## src/rtl/camera_luma_mac_if.sv

```systemverilog
// Pixel-in / luma-out stream bundle for camera_luma_mac.
// The slave side is the converter; the master side is the camera front end plus the packer.
interface camera_luma_mac_if;
   logic       pix_valid;
   logic       pix_ready;
   logic [7:0] pix_r;
   logic [7:0] pix_g;
   logic [7:0] pix_b;
   logic       luma_valid;
   logic       luma_ready;
   logic [7:0] luma_data;

   modport master (
      output pix_valid, pix_r, pix_g, pix_b, luma_ready,
      input  pix_ready, luma_valid, luma_data
   );

   modport slave (
      input  pix_valid, pix_r, pix_g, pix_b, luma_ready,
      output pix_ready, luma_valid, luma_data
   );
endinterface

```

## src/rtl/camera_luma_mac.sv

```systemverilog
// RGB888 to 8-bit luma converter that time-shares one external 8x8 multiplier
// over three cycles per pixel and emits a saturated, optionally rounded result.
module camera_luma_mac #(
   parameter bit ROUND = 1'b1
) (
   input  logic                     clk_i,
   input  logic                     rstn_i,
   input  logic                     cfg_en_i,
   input  logic [7:0]               cfg_coef_r_i,
   input  logic [7:0]               cfg_coef_g_i,
   input  logic [7:0]               cfg_coef_b_i,
   camera_luma_mac_if.slave         stream_io,
   output logic [7:0]               mult_a_o,
   output logic [7:0]               mult_b_o,
   input  logic [15:0]              mult_y_i,
   output logic                     busy_o
);

   localparam logic [2:0] IDLE  = 3'd0;
   localparam logic [2:0] MUL_R = 3'd1;
   localparam logic [2:0] MUL_G = 3'd2;
   localparam logic [2:0] MUL_B = 3'd3;
   localparam logic [2:0] OUT   = 3'd4;

   localparam logic [17:0] ROUND_BIAS = ROUND ? 18'd128 : 18'd0;

   logic [2:0]  state_q, state_d;
   logic [17:0] acc_q, acc_d;
   logic [7:0]  r_q, r_d, g_q, g_d, b_q, b_d;
   logic [7:0]  coefR_q, coefR_d, coefG_q, coefG_d, coefB_q, coefB_d;
   logic [7:0]  lumaData_q, lumaData_d;
   logic        pixReady;
   logic        pixAccept;
   logic [17:0] sum;

   assign pixReady  = cfg_en_i && ((state_q == IDLE) ||
                                   ((state_q == OUT) && stream_io.luma_ready));
   assign pixAccept = stream_io.pix_valid && pixReady;
   assign sum       = acc_q + {2'b00, mult_y_i};

   assign stream_io.pix_ready  = pixReady;
   assign stream_io.luma_valid = (state_q == OUT);
   assign stream_io.luma_data  = lumaData_q;
   assign busy_o               = (state_q != IDLE);

   always_comb begin
      mult_a_o = 8'd0;
      mult_b_o = 8'd0;
      case (state_q)
         MUL_R: begin mult_a_o = r_q; mult_b_o = coefR_q; end
         MUL_G: begin mult_a_o = g_q; mult_b_o = coefG_q; end
         MUL_B: begin mult_a_o = b_q; mult_b_o = coefB_q; end
         default: ;
      endcase
   end

   // A new pixel may be accepted in the same cycle the previous result hands off,
   // so the latch update sits outside the state case.
   always_comb begin
      state_d    = state_q;
      acc_d      = acc_q;
      r_d        = r_q;
      g_d        = g_q;
      b_d        = b_q;
      coefR_d    = coefR_q;
      coefG_d    = coefG_q;
      coefB_d    = coefB_q;
      lumaData_d = lumaData_q;
      case (state_q)
         IDLE:  if (pixAccept) state_d = MUL_R;
         MUL_R: begin
            acc_d   = {2'b00, mult_y_i} + ROUND_BIAS;
            state_d = MUL_G;
         end
         MUL_G: begin
            acc_d   = sum;
            state_d = MUL_B;
         end
         MUL_B: begin
            lumaData_d = (sum[17:8] > 10'd255) ? 8'hFF : sum[15:8];
            state_d    = OUT;
         end
         OUT:   if (stream_io.luma_ready) state_d = pixAccept ? MUL_R : IDLE;
         default: state_d = IDLE;
      endcase
      if (pixAccept) begin
         r_d     = stream_io.pix_r;
         g_d     = stream_io.pix_g;
         b_d     = stream_io.pix_b;
         coefR_d = cfg_coef_r_i;
         coefG_d = cfg_coef_g_i;
         coefB_d = cfg_coef_b_i;
      end
   end

   always_ff @(posedge clk_i) begin
      if (!rstn_i) begin
         state_q    <= IDLE;
         acc_q      <= 18'd0;
         r_q        <= 8'd0;
         g_q        <= 8'd0;
         b_q        <= 8'd0;
         coefR_q    <= 8'd0;
         coefG_q    <= 8'd0;
         coefB_q    <= 8'd0;
         lumaData_q <= 8'd0;
      end else begin
         state_q    <= state_d;
         acc_q      <= acc_d;
         r_q        <= r_d;
         g_q        <= g_d;
         b_q        <= b_d;
         coefR_q    <= coefR_d;
         coefG_q    <= coefG_d;
         coefB_q    <= coefB_d;
         lumaData_q <= lumaData_d;
      end
   end

endmodule

```

## src/flat_wrapper.sv

```systemverilog
// flat-port wrapper written by rule: the top's interface ports become plain ports
module camera_luma_mac_flat 
#(
   parameter bit ROUND = 1'b1
)
  (clk_i, rstn_i, cfg_en_i, cfg_coef_r_i, cfg_coef_g_i, cfg_coef_b_i, mult_a_o, mult_b_o, mult_y_i, busy_o, stream_io_pix_valid, stream_io_pix_r, stream_io_pix_g, stream_io_pix_b, stream_io_luma_ready, stream_io_pix_ready, stream_io_luma_valid, stream_io_luma_data);
  camera_luma_mac_if stream_io_i ();
  input  logic clk_i;
  input  logic rstn_i;
  input  logic cfg_en_i;
  input  logic [7:0] cfg_coef_r_i;
  input  logic [7:0] cfg_coef_g_i;
  input  logic [7:0] cfg_coef_b_i;
  output logic [7:0] mult_a_o;
  output logic [7:0] mult_b_o;
  input  logic [15:0] mult_y_i;
  output logic busy_o;
  input wire logic [$bits(stream_io_i.pix_valid)-1:0] stream_io_pix_valid;
  input wire logic [$bits(stream_io_i.pix_r)-1:0] stream_io_pix_r;
  input wire logic [$bits(stream_io_i.pix_g)-1:0] stream_io_pix_g;
  input wire logic [$bits(stream_io_i.pix_b)-1:0] stream_io_pix_b;
  input wire logic [$bits(stream_io_i.luma_ready)-1:0] stream_io_luma_ready;
  output wire logic [$bits(stream_io_i.pix_ready)-1:0] stream_io_pix_ready;
  output wire logic [$bits(stream_io_i.luma_valid)-1:0] stream_io_luma_valid;
  output wire logic [$bits(stream_io_i.luma_data)-1:0] stream_io_luma_data;
  assign stream_io_i.pix_valid = stream_io_pix_valid;
  assign stream_io_i.pix_r = stream_io_pix_r;
  assign stream_io_i.pix_g = stream_io_pix_g;
  assign stream_io_i.pix_b = stream_io_pix_b;
  assign stream_io_i.luma_ready = stream_io_luma_ready;
  assign stream_io_pix_ready = stream_io_i.pix_ready;
  assign stream_io_luma_valid = stream_io_i.luma_valid;
  assign stream_io_luma_data = stream_io_i.luma_data;
  camera_luma_mac #(.ROUND(ROUND)) u_core (.clk_i(clk_i), .rstn_i(rstn_i), .cfg_en_i(cfg_en_i), .cfg_coef_r_i(cfg_coef_r_i), .cfg_coef_g_i(cfg_coef_g_i), .cfg_coef_b_i(cfg_coef_b_i), .stream_io(stream_io_i), .mult_a_o(mult_a_o), .mult_b_o(mult_b_o), .mult_y_i(mult_y_i), .busy_o(busy_o));
endmodule
```

## config.mk

```make
export PLATFORM = sky130hd
export DESIGN_NAME = camera_luma_mac_flat
export DESIGN_NICKNAME = d
export VERILOG_FILES = /design/src/rtl/camera_luma_mac_if.sv /design/src/rtl/camera_luma_mac.sv /design/src/flat_wrapper.sv
export SDC_FILE = /design/constraint.sdc
export NUM_CORES = 1
export LEC_CHECK = 0
export CAP_MARGIN = 10
export CORE_MARGIN = 1.5
export CORE_UTILIZATION = 39
export CTS_CLUSTER_DIAMETER = 100
export DETAILED_ROUTE_END_ITERATION = 12
export REMOVE_ABC_BUFFERS = 1
export SETUP_SLACK_MARGIN = 0.3
export SYNTH_ARGS = -nofsm -noshare
export SYNTH_HDL_FRONTEND = slang
export SYNTH_SLANG_ARGS = --single-unit
```

## constraint.sdc

```tcl
create_clock -name clk_i -period 3.71 [get_ports clk_i]
set_input_delay 0.371 -clock clk_i [delete_from_list [all_inputs] [get_ports clk_i]]
set_output_delay 0.371 -clock clk_i [all_outputs]
set_load 0.05 [all_outputs]
```

==> results of run 1 <==
[cell families after synthesis]
group           Yosys count  synth area share (%)
buf+inv                  46                 4.172
flops                    77                 34.27
xor+xnor                 18                 3.505
simple gates            205                 19.81
fa+ha+maj                18                 5.174
mux                      20                 4.923
compound gates          165                 28.15
[worst reg2reg max path, stage by stage (launching register included)]
cell      delay [ns]
dfxtp_1         0.32
ha_1            0.22
fa_1            0.41
a21oi_1         0.32
o221ai_4        0.21
a41oi_4         0.32
a31oi_4         0.12
xnor2_1         0.17
nor4bb_2        0.36
buf_4           0.21
a31oi_2         0.09
[sequential cells by signal, summed over array words and instances (netlist names)]
register                    cells
u_core.coefR_q                  8
u_core.acc_q                   18
u_core.coefB_q                  8
u_core.b_q                      8
u_core.r_q                      8
u_core.coefG_q                  8
u_core.g_q                      8
u_core.state_q                  3
u_core.stream_io.luma_data      8
[cells in the final DEF, fill, tap and decap left out, types with 3 or more instances in the layout]
cell type	instances
nand2_1	119
clkdlybuf4s50_1	94
dfxtp_1	77
a21boi_0	48
nor2_1	35
o21ai_0	24
mux2_2	17
a22oi_1	17
a21oi_1	17
ha_1	17
xnor2_1	14
buf_4	14
nand3_1	13
o211ai_1	11
clkbuf_16	9
a31oi_2	8
and2_1	7
and3_1	7
inv_1	6
a211oi_1	6
o211a_1	6
nor2b_1	5
nand4_1	5
a21o_1	5
nand2b_1	4
xor2_1	4
o21a_1	4
mux2i_1	3
nor3_1	3
[worst paths after layout]
check,startpoint,end,slack (ns),cells after the start
worst max-delay path,mult_y_i[0],u_core.stream_io.luma_data[5]$_SDFFE_PN0N_,0.64,11
worst min-delay path,u_core.b_q[3]$_SDFFE_PN0P_,u_core.b_q[3]$_SDFFE_PN0P_,0.46,2
worst max register to register,u_core.acc_q[0]$_SDFFE_PN0P_,u_core.stream_io.luma_data[5]$_SDFFE_PN0N_,0.81,10
worst min register to register,u_core.b_q[3]$_SDFFE_PN0P_,u_core.b_q[3]$_SDFFE_PN0P_,0.46,2
[routing by layer]
layer	global-route usage, %	wire (um)	vias to the layer above
li1	-	-	2091
met1	26.23	5641	1943
met2	33.95	5569	80
met3	3.998	535	15
met4	7.418	167	0
met5	0	0	-
[cell type report]
cell class                 instances  area [um^2]
fill                            1123         5438
inverter                           6        22.52
multi-input combinational        426         2775
clock inverter                     5        85.08
clock buffer                      10        229.0
sequential                        77         1541
timing repair buffer             109         1051
tap                              143        178.9
[report_power, final]
part           leakage, nW  switching, mW  total, mW  internal (mW)
combinational         1.49          0.361      0.641          0.280
clock                0.149          0.345      0.934          0.589
sequential           0.628         0.0341      0.918          0.884
[through the flow]
stage               std cells  utilization (%)  setup WS [ns]  total power, mW  instance area (um^2)
floorplan                 509                -         0.2071            1.342                  4333
global placement          761            49.19         0.3321            1.565                  5569
detailed placement        761            49.19         0.3207            1.577                  5569
CTS                       776            51.97         0.6461            2.516                  5883
global route              776            51.97         0.4596            2.614                  5883
finish                    776            51.97         0.6401            2.494                  5883
==> reports/metrics.cfg, run 1 <==
[synth]
synth_edf_count=0
synthTopCellsByCount=nand2_1 (119), dfxtp_1 (77), a21boi_0 (48)
synthArstFlopShare_pct=0
netlist_area_mm2=0.004498
synth_cells=549
synthTopCellsByArea=dfxtp_1 (34%), nand2_1 (9.9%), a21boi_0 (8.0%)
ys_ff_latch=77
ys_warn_count=0
seq_area_frac_synth_pct=34.27
synth_ff_type=dfxtp_1
synth_top_area_share_pct=34.27
yosysMostFrequentCell=nand2_1
ys_types=52
yosysTopAreaCell=dfxtp_1
synth_area_per_cell_um2=8.193

[setup_path]
start_kind=input pin
critPathKind=input pin to flip-flop
max_stage_delay_ns=0.43
crit_family=compound AO/OA/AOI/OAI gates
crit_buf_inv=2
worstPathRequired_ns=3.89
crit_fanout=4
slowest_stage=clkdlybuf4s50_1
critical_path.endpoint_type=flip-flop
crit_arrival_ns=3.25
crit_chain=clkdlybuf4s50_1 > ha_1 > fa_1 > a21oi_1 > o221ai_4 > a41oi_4 > a31oi_4 > xnor2_1 > nor4bb_2 > buf_4 > a31oi_2

[pwr]
leakagePower_nw=2.270
p_per_area_mw_per_mm2=423.9
vdd_drop_max_mv=0.2417

[die]
die_h_um=110.4
io_pins=96
num_rows=39
core_area_mm2=0.01132
die_x_um=110.4
initial_core_util_pct=39.73
die_area_mm2=0.01219

[timing]
finalSetupTns_ns=0
finalHoldViolCount=0
finalCritPeriodShare_pct=82.75
setup-violations-final=0
max_freq_ghz=0.3257
finalCriticalPeriod_ns=3.070
relSlewSlack_pct=26.43
worst_pin_slew_ns=1.100
holdWs_ns=0.4597
fin_worst_skew_ns=0.007577
finalMaxSlewViolations=0
rsz0062_at_grt=false

[grt]
track_usage_pct=20.42
antenna_found_initial=0
grt_first_pass_wirelength_um=19300
gr-total-overflow=0
grt_max_degree=49
first_global_vias=4020

[clocking]
path_clk_slew_ns=0.06
cts_resized=0
cts-root-buf=clkbuf_16
clock_sinks=77
insertion_delay_ns=0.33
ctsHoldBuffers=0
numCtsBuffers=9
cts_tree=built
post_cts_buffers=0
clock_path_buffers=2
h-tree-depth=3

[run_status]
status=finished, final reports clean

[finish]
n_antenna_cell=0
nNetsFinal=716
area_delta_synth_final_pct=30.79
drive_above_1_share_pct=10.43

[placed_design]
port_buffers=95
place_congestion=0.9070
hpwl_um=8491

[flow_run]
drv_cap=0

[route]
dr.first_iter.drc_count=148
routedWlPerCell_um=15.35
dr.pass1.iters=4
vias=4129
ant_nets=0
vias_per_cell=5.321
route.detailed.drc=0
routed_wl_um=11910

[min_path]
min_path_type=flip-flop to flip-flop

(Power assumes the default switching activity.)
==> run 2: changes to the inputs <==
Clock period 3.71 ns to 2.9 ns, I/O delays scaled along.
==> run 2 against run 1 <==
  * Combinational power is 51% higher
  * Wire length is 3.0% higher
  * Die area unchanged
  * Via count increased by 3.8%
  * Clock power up 25%
  * Sequential power grew 29%
  * Worst hold slack got worse by 0.079 ns
  * Count of clock-buffer cells in the layout grew 1
  * Register-to-register slack lost 0.42 ns
  * Critical path depth did not move
  * Global-route usage up 0.59 points
  * Design area is 8.8% higher
==> reports/metrics.cfg, run 2 (synthesis results as in run 1) <==
[die]
initial_core_util_pct=39.73
num_rows=39
die_h_um=110.4
die_area_mm2=0.01219
core_area_mm2=0.01132
io_pins=96
die_x_um=110.4

[clocking]
h-tree-depth=3
cts-root-buf=clkbuf_16
insertion_delay_ns=0.33
cts_tree=built
numCtsBuffers=9
ctsHoldBuffers=0
clock_path_buffers=2
clock_sinks=77
path_clk_slew_ns=0.06

[timing]
setup_ws_ns=0.3923
finalCritPeriodShare_pct=86.47
worst_pin_slew_ns=0.7381
max_freq_ghz=0.3988
relSlewSlack_pct=50.80
finalSetupTns_ns=0
finalCriticalPeriod_ns=2.508
rsz0062_at_grt=false
finalHoldViolCount=0
fin_worst_skew_ns=0.004374
finalMaxSlewViolations=0
setup-violations-final=0

[setup_path]
crit_fanout=3
worstPathRequired_ns=3.12
critical_path.endpoint_type=flip-flop
critPathKind=flip-flop to flip-flop
start_kind=flip-flop
crit_arrival_ns=2.73
reg2reg_setup_slack_ns=0.39

[finish]
final_common_cell=nand2_1
top_register=u_core.acc_q
n_antenna_cell=0
num-fill-cells=1070
largest_reg_flops=18
register_area_mm2=0.001543
drive_above_1_share_pct=19.61
area_delta_synth_final_pct=42.36
fin_util_pct=56.57
nNetsFinal=756
final_cell_mix=nand2_1 (119), clkdlybuf4s50_1 (76), dfxtp_1 (76), buf_4 (54), a21boi_0 (48)
multi_input_area_mm2=0.002836

[pwr]
leakagePower_nw=2.573
p_per_area_mw_per_mm2=518.7
power.total_mw=3.321
vdd_drop_max_mv=0.3293

[placed_design]
place_congestion=0.9448
port_buffers=95
pre_cts_slack_ns=-0.2328
hpwl_um=8997

[route]
vias=4284
dr.pass1.iters=4
routed_wl_um=12270
routedWlPerCell_um=15.03
vias_per_cell=5.250
route.detailed.drc=0
ant_nets=0
dr.first_iter.drc_count=191

[run_status]
status=finished, final reports clean

[grt]
grt_max_degree=50
track_usage_pct=21.01
first_global_vias=4163
antenna_found_initial=0
grt_first_pass_wirelength_um=19840
gr-total-overflow=0

[flow_run]
drv_cap=0

[min_path]
min_path_type=input pin to flip-flop

run 2: cell count changes in the layout (fill, tap and decap cells not counted), moves of 2 or more:
cell / before / now
dlymetal6s2s_1: 0 / 2
xnor2_2: 0 / 2
clkdlybuf4s50_1: 94 / 76
buf_4: 14 / 54
xnor2_1: 14 / 12
buf_12: 0 / 16
ha_2: 0 / 3
ha_1: 17 / 13
run 2: metal layers:
metal	vias up	wire, um	GRT usage (%)
met4	0	194	5.586
met1	1996	5742	26.43
li1	2175	-	-
met5	-	0	0
met2	96	5765	36.02
met3	17	565	4.879
run 2: worst paths after layout:
check	start	to	depth (start not counted)
hold reg to reg	u_core.coefG_q[2]$_SDFFE_PN0P_	u_core.coefG_q[2]$_SDFFE_PN0P_	2
hold / removal	mult_y_i[0]	u_core.acc_q[0]$_SDFFE_PN0P_	4
setup reg to reg	u_core.acc_q[0]$_SDFFE_PN0P_	u_core.acc_q[10]$_SDFFE_PN0P_	11
setup / recovery	u_core.acc_q[0]$_SDFFE_PN0P_	u_core.acc_q[10]$_SDFFE_PN0P_	11
run 2: through the flow:
step / instance area, um^2 / std cells / hold WS (ns)
detailed placement: 6015 / 799 / 0.4539
CTS: 6337 / 814 / 0.4625
floorplan: 4333 / 509 / 0.4077
global placement: 6015 / 799 / 0.4472
global route: 6404 / 816 / 0.4113
finish: 6404 / 816 / 0.3806
run 2: final cells by class:
| class | count | area share (%) |
|---|---|---|
| clock buffer | 11 | 3.634 |
| timing repair buffer | 149 | 23.68 |
| tap | 143 | 2.794 |
| sequential | 77 | 24.09 |
| clock inverter | 4 | 1.153 |
| multi-input combinational | 426 | 44.29 |
| inverter | 6 | 0.3517 |
run 2: repair_timing:
| action | CTS | global route |
|---|---|---|
| setup endpoints to repair | 9 | 10 |
| setup buffers | 0 | 2 |
| pin swaps | 3 | 4 |
| endpoints found under the hold margin | 0 | 0 |
| gates resized for setup | 4 | 12 |
run 2: where the power goes:
| part | switching (mW) | internal (mW) | total (mW) |
|---|---|---|---|
| combinational | 0.494 | 0.477 | 0.971 |
| sequential | 0.0475 | 1.13 | 1.18 |
| clock | 0.422 | 0.749 | 1.17 |
| total | 0.964 | 2.36 | 3.32 |
run 2: critical path, stage by stage (launching register included):
cell	delay (ns)
dfxtp_2	0.33
ha_2	0.19
fa_2	0.36
a21oi_2	0.13
buf_4	0.14
o221ai_4	0.12
buf_4	0.16
a311o_1	0.33
a21o_1	0.21
xnor2_2	0.18
nor2_1	0.07
o21a_1	0.19
==> run 3: changes to the inputs <==
Settings changed: CTS_CLUSTER_DIAMETER 100 to 120.
==> results of run 3 <==
Same layout as run 2: the final DEF is identical, and so are final timing and power.
